[src/rtl/atm_pkg.sv]
// rtl/atm_pkg.sv - ATM state, status and menu codes shared with the datapath
package atm_pkg;

  typedef enum logic [3:0] {
    ST_IDLE       = 4'd0,
    ST_ACC_NUM    = 4'd1,
    ST_ACC_CHK    = 4'd2,
    ST_PIN_INPUT  = 4'd3,
    ST_PIN_CHK    = 4'd4,
    ST_MENU       = 4'd5,
    ST_SHOW_BAL   = 4'd6,
    ST_SEL_AMT_WD = 4'd7,
    ST_WD_CHK     = 4'd8,
    ST_TRANSFER   = 4'd9,
    ST_XFER_CHK   = 4'd10,
    ST_ERROR      = 4'd13,
    ST_SUCCESS    = 4'd14,
    ST_LOCKED     = 4'd15
  } atm_state_e;

  typedef enum logic [3:0] {
    STS_NONE           = 4'd0,
    STS_ACC_FOUND      = 4'd1,
    STS_ACC_NOT_FOUND  = 4'd2,
    STS_PIN_OK         = 4'd3,
    STS_PIN_BAD        = 4'd4,
    STS_TXN_OK         = 4'd5,
    STS_TXN_FAIL       = 4'd6,
    STS_BAL_READY      = 4'd7,
    STS_INPUT_COMPLETE = 4'd8
  } atm_status_e;

  typedef enum logic [1:0] {
    OPT_BALANCE  = 2'd0,
    OPT_WITHDRAW = 2'd1,
    OPT_TRANSFER = 2'd2,
    OPT_EXIT     = 2'd3
  } atm_menu_e;

  function automatic logic is_chk_state(atm_state_e s);
    return s inside {ST_ACC_CHK, ST_PIN_CHK, ST_WD_CHK, ST_XFER_CHK};
  endfunction

endpackage

[src/rtl/atm_hold_timer.sv]
// rtl/atm_hold_timer.sv - loadable down-counter, done while the count sits at zero
module atm_hold_timer #(
  parameter int unsigned W = 32
) (
  input  logic         clk,
  input  logic         rst_n,
  input  logic         load,
  input  logic [W-1:0] load_val,
  output logic         done
);

  localparam logic [W-1:0] ONE = {{(W-1){1'b0}}, 1'b1};

  logic [W-1:0] cnt_q, cnt_d;

  // Saturates at zero so a long stay never wraps back into a fresh count
  always_comb begin
    cnt_d = cnt_q;
    if (load) begin
      cnt_d = load_val;
    end else if (cnt_q != '0) begin
      cnt_d = cnt_q - ONE;
    end
  end

  always_ff @(posedge clk) begin
    if (!rst_n) begin
      cnt_q <= '0;
    end else begin
      cnt_q <= cnt_d;
    end
  end

  assign done = (cnt_q == '0);

endmodule

[src/rtl/atm_session_ctrl.sv]
// rtl/atm_session_ctrl.sv - ATM session sequencer with settle sampling, PIN lockout, message hold
// Optional inactivity logout when ATM_TIMEOUT_EN is defined.
module atm_session_ctrl
  import atm_pkg::*;
#(
  parameter int unsigned MAX_PIN_TRIES = 3,
  parameter int unsigned SETTLE_CYC    = 2,
  parameter int unsigned MSG_HOLD_CYC  = 100_000_000,
  parameter int unsigned TIMEOUT_CYC   = 1_000_000_000
) (
  input  logic       clk,
  input  logic       rst_n,
  input  logic       card_in,
  input  logic       btn_enter,
  input  logic       btn_back,
  input  logic [1:0] menu_option,
  input  logic [3:0] status_code,
  output logic [3:0] current_state,
  output logic       dp_eval,
  output logic       session_active,
  output logic       lockout,
  output logic [1:0] pin_tries_left,
  output logic       timeout_evt
);

  localparam logic [1:0] MAX_TRIES = 2'(MAX_PIN_TRIES);

  atm_state_e  state_q, state_d;
  logic [1:0]  tries_q, tries_d;
  logic        session_q, session_d;
  logic        dp_eval_q, dp_eval_d;
  logic        lockout_q, lockout_d;
  logic        hold_done, state_chg, timeout_hit;
  logic [31:0] hold_len;

  always_comb begin
    state_d   = state_q;
    tries_d   = tries_q;
    session_d = session_q;
    if (!card_in) begin
      state_d = ST_IDLE;
    end else if (timeout_hit) begin
      state_d = ST_IDLE;
    end else begin
      case (state_q)
        ST_IDLE: begin
          state_d = ST_ACC_NUM;
          tries_d = MAX_TRIES;
        end
        ST_ACC_NUM:    if (btn_back) state_d = ST_IDLE; else if (btn_enter) state_d = ST_ACC_CHK;
        ST_PIN_INPUT:  if (btn_back) state_d = ST_IDLE; else if (btn_enter) state_d = ST_PIN_CHK;
        ST_SEL_AMT_WD: if (btn_back) state_d = ST_MENU; else if (btn_enter) state_d = ST_WD_CHK;
        ST_TRANSFER:   if (btn_back) state_d = ST_MENU; else if (btn_enter) state_d = ST_XFER_CHK;
        ST_SHOW_BAL:   if (btn_back || btn_enter) state_d = ST_MENU;
        ST_MENU: begin
          if (btn_enter && !btn_back) begin
            case (atm_menu_e'(menu_option))
              OPT_BALANCE:  state_d = ST_SHOW_BAL;
              OPT_WITHDRAW: state_d = ST_SEL_AMT_WD;
              OPT_TRANSFER: state_d = ST_TRANSFER;
              default:      state_d = ST_IDLE;
            endcase
          end
        end
        ST_ACC_CHK: begin
          if (hold_done) state_d = (status_code == STS_ACC_FOUND) ? ST_PIN_INPUT : ST_ERROR;
        end
        ST_PIN_CHK: begin
          if (hold_done) begin
            if (status_code == STS_PIN_OK) begin
              state_d   = ST_MENU;
              session_d = 1'b1;
            end else if (status_code == STS_PIN_BAD) begin
              tries_d = tries_q - 2'd1;
              state_d = (tries_q <= 2'd1) ? ST_LOCKED : ST_PIN_INPUT;
            end else begin
              state_d = ST_ERROR;
            end
          end
        end
        ST_WD_CHK, ST_XFER_CHK: begin
          if (hold_done) state_d = (status_code == STS_TXN_OK) ? ST_SUCCESS : ST_ERROR;
        end
        // Back simply ends the message early, so it trivially wins over the hold expiring
        ST_ERROR, ST_SUCCESS: begin
          if (btn_back || btn_enter || hold_done) state_d = session_q ? ST_MENU : ST_ACC_NUM;
        end
        ST_LOCKED: state_d = ST_LOCKED;
        default:   state_d = ST_IDLE;
      endcase
    end
    if (state_d == ST_IDLE) session_d = 1'b0;
    dp_eval_d = is_chk_state(state_d);
    lockout_d = (state_d == ST_LOCKED);
  end

  assign state_chg = (state_d != state_q);

  always_comb begin
    hold_len = '0;
    if (is_chk_state(state_d)) begin
      hold_len = SETTLE_CYC - 32'd1;
    end else if (state_d inside {ST_ERROR, ST_SUCCESS}) begin
      hold_len = MSG_HOLD_CYC - 32'd1;
    end
  end

  atm_hold_timer #(.W(32)) u_hold_timer (
    .clk      (clk),
    .rst_n    (rst_n),
    .load     (state_chg),
    .load_val (hold_len),
    .done     (hold_done)
  );

  always_ff @(posedge clk) begin
    if (!rst_n) begin
      state_q   <= ST_IDLE;
      tries_q   <= MAX_TRIES;
      session_q <= 1'b0;
      dp_eval_q <= 1'b0;
      lockout_q <= 1'b0;
    end else begin
      state_q   <= state_d;
      tries_q   <= tries_d;
      session_q <= session_d;
      dp_eval_q <= dp_eval_d;
      lockout_q <= lockout_d;
    end
  end

`ifdef ATM_TIMEOUT_EN
  logic [31:0] idle_cnt_q, idle_cnt_d;
  logic        timeout_evt_q, timeout_evt_d;

  // Only states waiting on the user can time out; checks and lockout never do
  assign timeout_hit = !(state_q inside {ST_IDLE, ST_LOCKED}) && !is_chk_state(state_q)
                       && (idle_cnt_q >= TIMEOUT_CYC - 32'd1);

  always_comb begin
    idle_cnt_d = idle_cnt_q;
    if (btn_enter || btn_back || state_chg) begin
      idle_cnt_d = '0;
    end else if (idle_cnt_q != 32'hFFFF_FFFF) begin
      idle_cnt_d = idle_cnt_q + 32'd1;
    end
    timeout_evt_d = timeout_hit && card_in;
  end

  always_ff @(posedge clk) begin
    if (!rst_n) begin
      idle_cnt_q    <= '0;
      timeout_evt_q <= 1'b0;
    end else begin
      idle_cnt_q    <= idle_cnt_d;
      timeout_evt_q <= timeout_evt_d;
    end
  end

  assign timeout_evt = timeout_evt_q;
`else
  logic [31:0] timeout_cyc_unused;
  assign timeout_cyc_unused = TIMEOUT_CYC;
  assign timeout_hit        = 1'b0;
  assign timeout_evt        = 1'b0;
`endif

  assign current_state  = state_q;
  assign dp_eval        = dp_eval_q;
  assign session_active = session_q;
  assign lockout        = lockout_q;
  assign pin_tries_left = tries_q;

endmodule

[config.mk]
export PLATFORM = sky130hd
export DESIGN_NAME = atm_session_ctrl
export DESIGN_NICKNAME = d
export VERILOG_FILES = /design/src/rtl/atm_pkg.sv /design/src/rtl/atm_hold_timer.sv /design/src/rtl/atm_session_ctrl.sv
export SDC_FILE = /design/constraint.sdc
export NUM_CORES = 1
export LEC_CHECK = 0
export ABC_AREA = 0
export CORE_ASPECT_RATIO = 0.8
export CORE_MARGIN = 8
export CORE_UTILIZATION = 55
export DETAILED_ROUTE_END_ITERATION = 10
export DONT_BUFFER_PORTS = 1
export PLACE_DENSITY = 0.7
export SKIP_CTS_REPAIR_TIMING = 1
export SYNTH_ARGS = -nofsm -noshare
export SYNTH_HDL_FRONTEND = slang
export SYNTH_SLANG_ARGS = --single-unit
[constraint.sdc]
create_clock -name clk -period 5 [get_ports clk]
set_input_delay 0.75 -clock clk [delete_from_list [all_inputs] [get_ports clk]]
set_output_delay 0.75 -clock clk [all_outputs]
set_load 0.05 [all_outputs]
After elaboration in Yosys (flattened, before gate mapping) --
Cells that the tools add are included.
Storage, ports and cells: register bits 41, input port bits 11, output and inout bits 10, logic and storage cells 89
Operators by class: add/sub/neg operators 2, magnitude comparators 1, eq/ne operators 30, muxes and demuxes 31, bitwise operators 1, reductions and logical operators 18
Operators with widths (count):
- 2-to-1 mux 4 bit | 19
- 2-to-1 mux 32 bit | 2
- 2-to-1 mux 27 bit | 2
- one-hot mux 4 bit (12 select lines) | 1
- == test 4 bit, second input constant | 11
- logical NOT 32 bit | 1
- nonzero test 32 bit | 1
- subtractor 32 x 1 -> 32 bit, second input constant | 1
- == test 4 x 3 -> 1 bit, second input constant | 7
- == test 4 x 2 -> 1 bit, second input constant | 4
- one-hot mux 4 bit (3 select lines) | 1
- == test 4 x 1 -> 1 bit, second input constant | 2
- logical NOT 4 bit | 2
- 2-to-1 mux 2 bit | 4
- inequality test 2 bit, second input constant | 3
- nonzero test 2 bit | 3
- OR reduction 2 bit | 3
- AND reduction 5 bit | 1
- inequality test 4 bit | 1
- one-hot mux 2 bit (2 select lines) | 1
- AND reduction 4 bit | 1
- nonzero test 4 bit | 1
- 2-to-1 mux 3 bit | 1
- == test 2 x 1 -> 1 bit, second input constant | 1
- other kinds (8) | 9

Longest topological paths before layout --
depth in word-level cells 12, gate-level depth with buffers 13, mapped depth without buffers 10

Modules after synthesis --
A second synthesis with hierarchy kept.
Unflattened totals: cells, all modules 367, area, all modules 2881.5 sq um
Modules (own cells, without submodules):
- atm_hold_timer | instances 1, cells an instance 205, area each 1692.9 sq um, seq. area each 640.6 sq um
- atm_session_ctrl | instances 1, cells an instance 162, area each 1188.6 sq um, seq. area each 180.2 sq um

Worst setup path before layout --
No wires, ideal clock.
kind in2reg, start point in status_code[1], end point reg u_hold_timer.cnt_q[14], library setup time 141 ps, arrival time 3189 ps, required time 4859 ps, path slack 1671 ps, stages on the path 9, path buffers 1, cells stage by stage or4b_2 > or3b_2 > nor4_1 > o21ai_0 > a21oi_1 > nor3_1 > o211ai_2 > buf_2 > o31ai_2
Between the ends: longest elaborated chain between the ends 11, elaborated cells on any way between the ends 26, classes of those cells eq/ne: 11; mux: 12; reduce/logical: 3
RTL lines:
- start: declaration | RTL line atm_session_ctrl.sv:17 | input logic [3:0] status_code,
- == test 4 x 3 -> 1 bit | RTL line atm_session_ctrl.sv:73 | end else if (status_code == STS_PIN_BAD) begin
- 2-to-1 mux 4 bit | RTL line atm_session_ctrl.sv:73
- 2-to-1 mux 4 bit | RTL line atm_session_ctrl.sv:70 | if (status_code == STS_PIN_OK) begin
- 2-to-1 mux 4 bit | RTL line atm_session_ctrl.sv:69 | if (hold_done) begin
- one-hot mux 4 bit (12 select lines) * | RTL line atm_session_ctrl.sv:45 | case (state_q)
- 2-to-1 mux 4 bit * | RTL line atm_session_ctrl.sv:40 | if (!card_in) begin
- == test 4 bit | RTL line atm_session_ctrl.sv:103 | end else if (state_d inside {ST_ERROR, ST_SUCCESS}) begin
- nonzero test 2 bit | RTL line atm_session_ctrl.sv:103
- 2-to-1 mux 27 bit | RTL line atm_session_ctrl.sv:103
- 2-to-1 mux 27 bit | RTL line atm_session_ctrl.sv:101 | if (is_chk_state(state_d)) begin
- 2-to-1 mux 32 bit | RTL line atm_hold_timer.sv:19 | if (load) begin
- end signal: assignment | RTL line atm_hold_timer.sv:30 | cnt_q <= cnt_d;
- end: declaration | RTL line atm_hold_timer.sv:14 | logic [W-1:0] cnt_q, cnt_d;
Mark *: on every way between the ends. The rest lies on a longest branch, timed or not. A chain may end at the register's enable or synchronous reset.

Worst setup path after layout --
start point reg u_hold_timer.cnt_q[26], end point reg u_hold_timer.cnt_q[26]
Between the ends: longest elaborated chain between the ends 10, elaborated cells on any way between the ends 24, classes of those cells add/sub: 1; eq/ne: 7; mux: 10; reduce/logical: 6
RTL lines:
- logical NOT 32 bit | RTL line atm_hold_timer.sv:34 | assign done = (cnt_q == '0);
- logical OR 1 bit | RTL line atm_session_ctrl.sv:86 | if (btn_back || btn_enter || hold_done) state_d = session_q ? ST_MENU : ST_ACC_NUM;
- 2-to-1 mux 4 bit | RTL line atm_session_ctrl.sv:86
- one-hot mux 4 bit (12 select lines) | RTL line atm_session_ctrl.sv:45
- 2-to-1 mux 4 bit | RTL line atm_session_ctrl.sv:40
- == test 4 bit | RTL line atm_session_ctrl.sv:103
- nonzero test 2 bit | RTL line atm_session_ctrl.sv:103
- 2-to-1 mux 27 bit | RTL line atm_session_ctrl.sv:103
- 2-to-1 mux 27 bit | RTL line atm_session_ctrl.sv:101
- 2-to-1 mux 32 bit | RTL line atm_hold_timer.sv:19
Several ways; a longest one is shown, not always the timed one. The select of a mux whose other input is x is not followed.

==> flow_metrics.env <==
export IMPL_drv_cap=0
export IMPL_wire_per_inst_um=16.7
export IMPL_final_net_count=365
export IMPL_grt_max_degree=27
export IMPL_hold_class="flip-flop to flip-flop"
export IMPL_place_ws_ns=0.802
export IMPL_status="completed"
export IMPL_start_kind="flip-flop"
export IMPL_ir_worst_vdd_mv=0.417
export IMPL_cts_sinks=41
export IMPL_period_needed_ns=4.21
export IMPL_worst_endpoint_arrival_ns=4.34
export IMPL_antenna_found_initial=0
export IMPL_drc=0
export IMPL_dp_hpwl_mm=5.19
export IMPL_p_clk_share_pct=12.4
export IMPL_clk_latency_ns=0.29
export IMPL_r2r_start="u_hold_timer.cnt_q[26]"
export IMPL_finalSetupTns_ns=0
export IMPL_leakage_nw=1.15
export IMPL_final_cell_mix="nor2_1 (42), dfxtp_1 (41), nand2_1 (32)"
export IMPL_synth_top_family_by_area="simple AND/OR/NAND/NOR gates"
export IMPL_hold_violations=0
export IMPL_path_cells="or4_4, or4_4, or3_1, a2111oi_0, o31ai_1, a32oi_1, or3b_1, buf_4, o31ai_2"
export IMPL_die_h_um=80.6
export IMPL_grt_setup_unrepaired="false"
export IMPL_worst_pin_slew_ns=1.08
export IMPL_yosys_warnings=0
export IMPL_synth_edf_count=0
export IMPL_synthAdderAreaFrac_pct=3.40
export IMPL_cp_buffers_inverters=1
export IMPL_num_vias=2563
export IMPL_synth_cell_area_sq_um=2870
export IMPL_synth_main_ff_cell="dfxtp_1"
export IMPL_postSynthCellCount=351
export IMPL_diodes=0
export IMPL_drv_slew=0
export IMPL_ys_ff_latch=41
export IMPL_cpLargestDelayFamily="simple AND/OR/NAND/NOR gates"
export IMPL_p_int_w=0.000959
export IMPL_viasPerCell=6.25
export IMPL_grt_pass1_vias=2195
export IMPL_critPathKind="flip-flop to flip-flop"
export IMPL_yosysSeqAreaShare_pct=28.6
export IMPL_path_clk_slew_ns=0.08
export IMPL_place_gp_congestion=0.903
export IMPL_worst_slack_ns=0.794
export IMPL_cp_slowest_cell="or3b_1"
export IMPL_crit_path_end_kind="flip-flop"
export IMPL_fmax_mhz=238
export IMPL_floorplan_initialDensity_pct=57.2
export IMPL_track_usage_pct=17.4
export IMPL_total_power_w=0.00183
export IMPL_drt_iter0_drc=299
export IMPL_die_area_sq_um=7790
export IMPL_io_buffers=0
export IMPL_critical_path_peak_fanout=26
export IMPL_synth_fp_nets=369
export IMPL_routed_wirelength_mm=6.85
export IMPL_cts_root_buf="clkbuf_8"
export IMPL_io_pins=21
export IMPL_drt_pass1_iter_count=5
export IMPL_combPwrFrac_pct=62.2
export IMPL_synthXorXnorAreaFrac_pct=9.17
export IMPL_die_w_um=96.7
export IMPL_max_slew_margin_rel_pct=27.8
export IMPL_slowest_delay_ns=0.88
export IMPL_fillers=445
export IMPL_utilization_pct=60.0
export IMPL_period_share_pct=84.1
export IMPL_synth_compound_area_share_pct=23.5
export IMPL_hold_start="u_hold_timer.cnt_q[25]"
export IMPL_skew_ns=0.00554
export IMPL_power_density_nw_per_um2=610
export IMPL_synth_simple_area_share_pct=29.0
export IMPL_muxShareOfSynthArea_pct=1.40
export IMPL_swShare_pct=47.7
export IMPL_fp_row_count=23
export IMPL_grt_pass1_wl_mm=11.4
export IMPL_postSynth_asyncResetShare_pct=0
export IMPL_path_common_cell="or4_4"
export IMPL_syn_area_per_cell_sq_um=8.17
export IMPL_antenna_left=0
export IMPL_setup_viol=0
export IMPL_switching_power_w=0.000874
export IMPL_cp_required_ns=5.14
export IMPL_clock_path_buffers=2
export IMPL_area_delta_synth_final_pct=4.89
export IMPL_p_seq_share_pct=25.3
export IMPL_cts_tree="built"
export IMPL_synth_distinct_cells=65
export IMPL_fp_coreArea_sq_um=5010
export IMPL_cts_max_level=2
export IMPL_drive_above_1_share_pct=12.6
export IMPL_overflow=0
export IMPL_startpoint="u_hold_timer.cnt_q[26]"
export IMPL_layout_commonest_cell="nor2_1"
export IMPL_numCtsBuffers=5
==> layout make-up <==
type                    count  area [sq um]  share of cell area [%]
inverters                  12          45.0                    1.50
well taps                  62          77.6                    2.58
clock inverters             2          13.8                   0.458
flip-flops and latches     41           821                    27.3
multi-input cells         280          1910                    63.7
clock buffers               6          82.6                    2.75
repair buffers              7          52.6                    1.75
==> worst paths after layout <==
kind                                          endpoint  slack [ns]  cells past startpoint
worst min register to register  u_hold_timer.cnt_q[25]        0.47                      2
worst max register to register  u_hold_timer.cnt_q[26]        0.79                      9
worst min-delay path            u_hold_timer.cnt_q[25]        0.47                      2
worst max-delay path            u_hold_timer.cnt_q[26]        0.79                      9
==> metrics by stage <==
stage	hold WS, ns	area, sq um	instances
floorplan	0.435	2870	351
global placement	0.448	2910	402
detailed placement	0.452	2910	402
CTS	0.463	3010	410
global route	0.506	3010	410
finish	0.467	3010	410
==> Yosys cell counts, drive strengths merged (5+ instances only) <==
master / instances / area (sq um)
dfxtp: 41 / 821
o31ai: 19 / 213
a21oi: 10 / 50.1
nand3: 5 / 25.0
nor2b: 9 / 56.3
nor4: 8 / 50.1
o21ai: 14 / 70.1
clkbuf: 11 / 41.3
buf: 7 / 50.1
or3: 5 / 31.3
nand2b: 7 / 43.8
xor2: 9 / 78.8
inv: 12 / 45.0
nand2: 32 / 120
or4: 8 / 71.3
ha: 7 / 87.6
nor2: 42 / 158
and2: 5 / 31.3
xnor2: 21 / 184
nor3: 19 / 95.1
==> power groups by stage <==
stage / clock, W / sequential (W) / combinational (W)
6_report: 0.000228 / 0.000464 / 0.00114
4_1_cts: 0.000237 / 0.000462 / 0.00113
5_1_grt: 0.000250 / 0.000474 / 0.00126
3_3_place_gp: 0 / 0.000467 / 0.00110
3_5_place_dp: 0 / 0.000469 / 0.00112
2_1_floorplan: 0 / 0.000455 / 0.000928
==> worst min-delay path, stage by stage, from the launching register on <==
cell and delay [ns]:
dfxtp_1 0.32, nand2_1 0.06, a21oi_1 0.06
==> logic make-up after synthesis <==
| family | count (synthesis) |
|---|---|
| buffers and inverters | 30 |
| AO/OA/AOI/OAI | 79 |
| XOR/XNOR | 30 |
| other | 1 |
| adder cells (fa/ha/maj) | 8 |
| flip-flops | 41 |
| AND/OR/NAND/NOR | 158 |
| multiplexers | 4 |
==> sequential cells by signal, summed over array words and instances (netlist names) <==
register and flops:
current_state 4, dp_eval 1, lockout 1, pin_tries_left 2, session_active 1, u_hold_timer.cnt_q 32
==> layer usage <==
metal | share of wire, % | global-route usage [%]
met1 | 52 | 26.1
met3 | 7.8 | 4.71
met2 | 39 | 23.2
met4 | 0.70 | 4.29
met5 | 0 | 0
(Power assumes the default switching activity.)
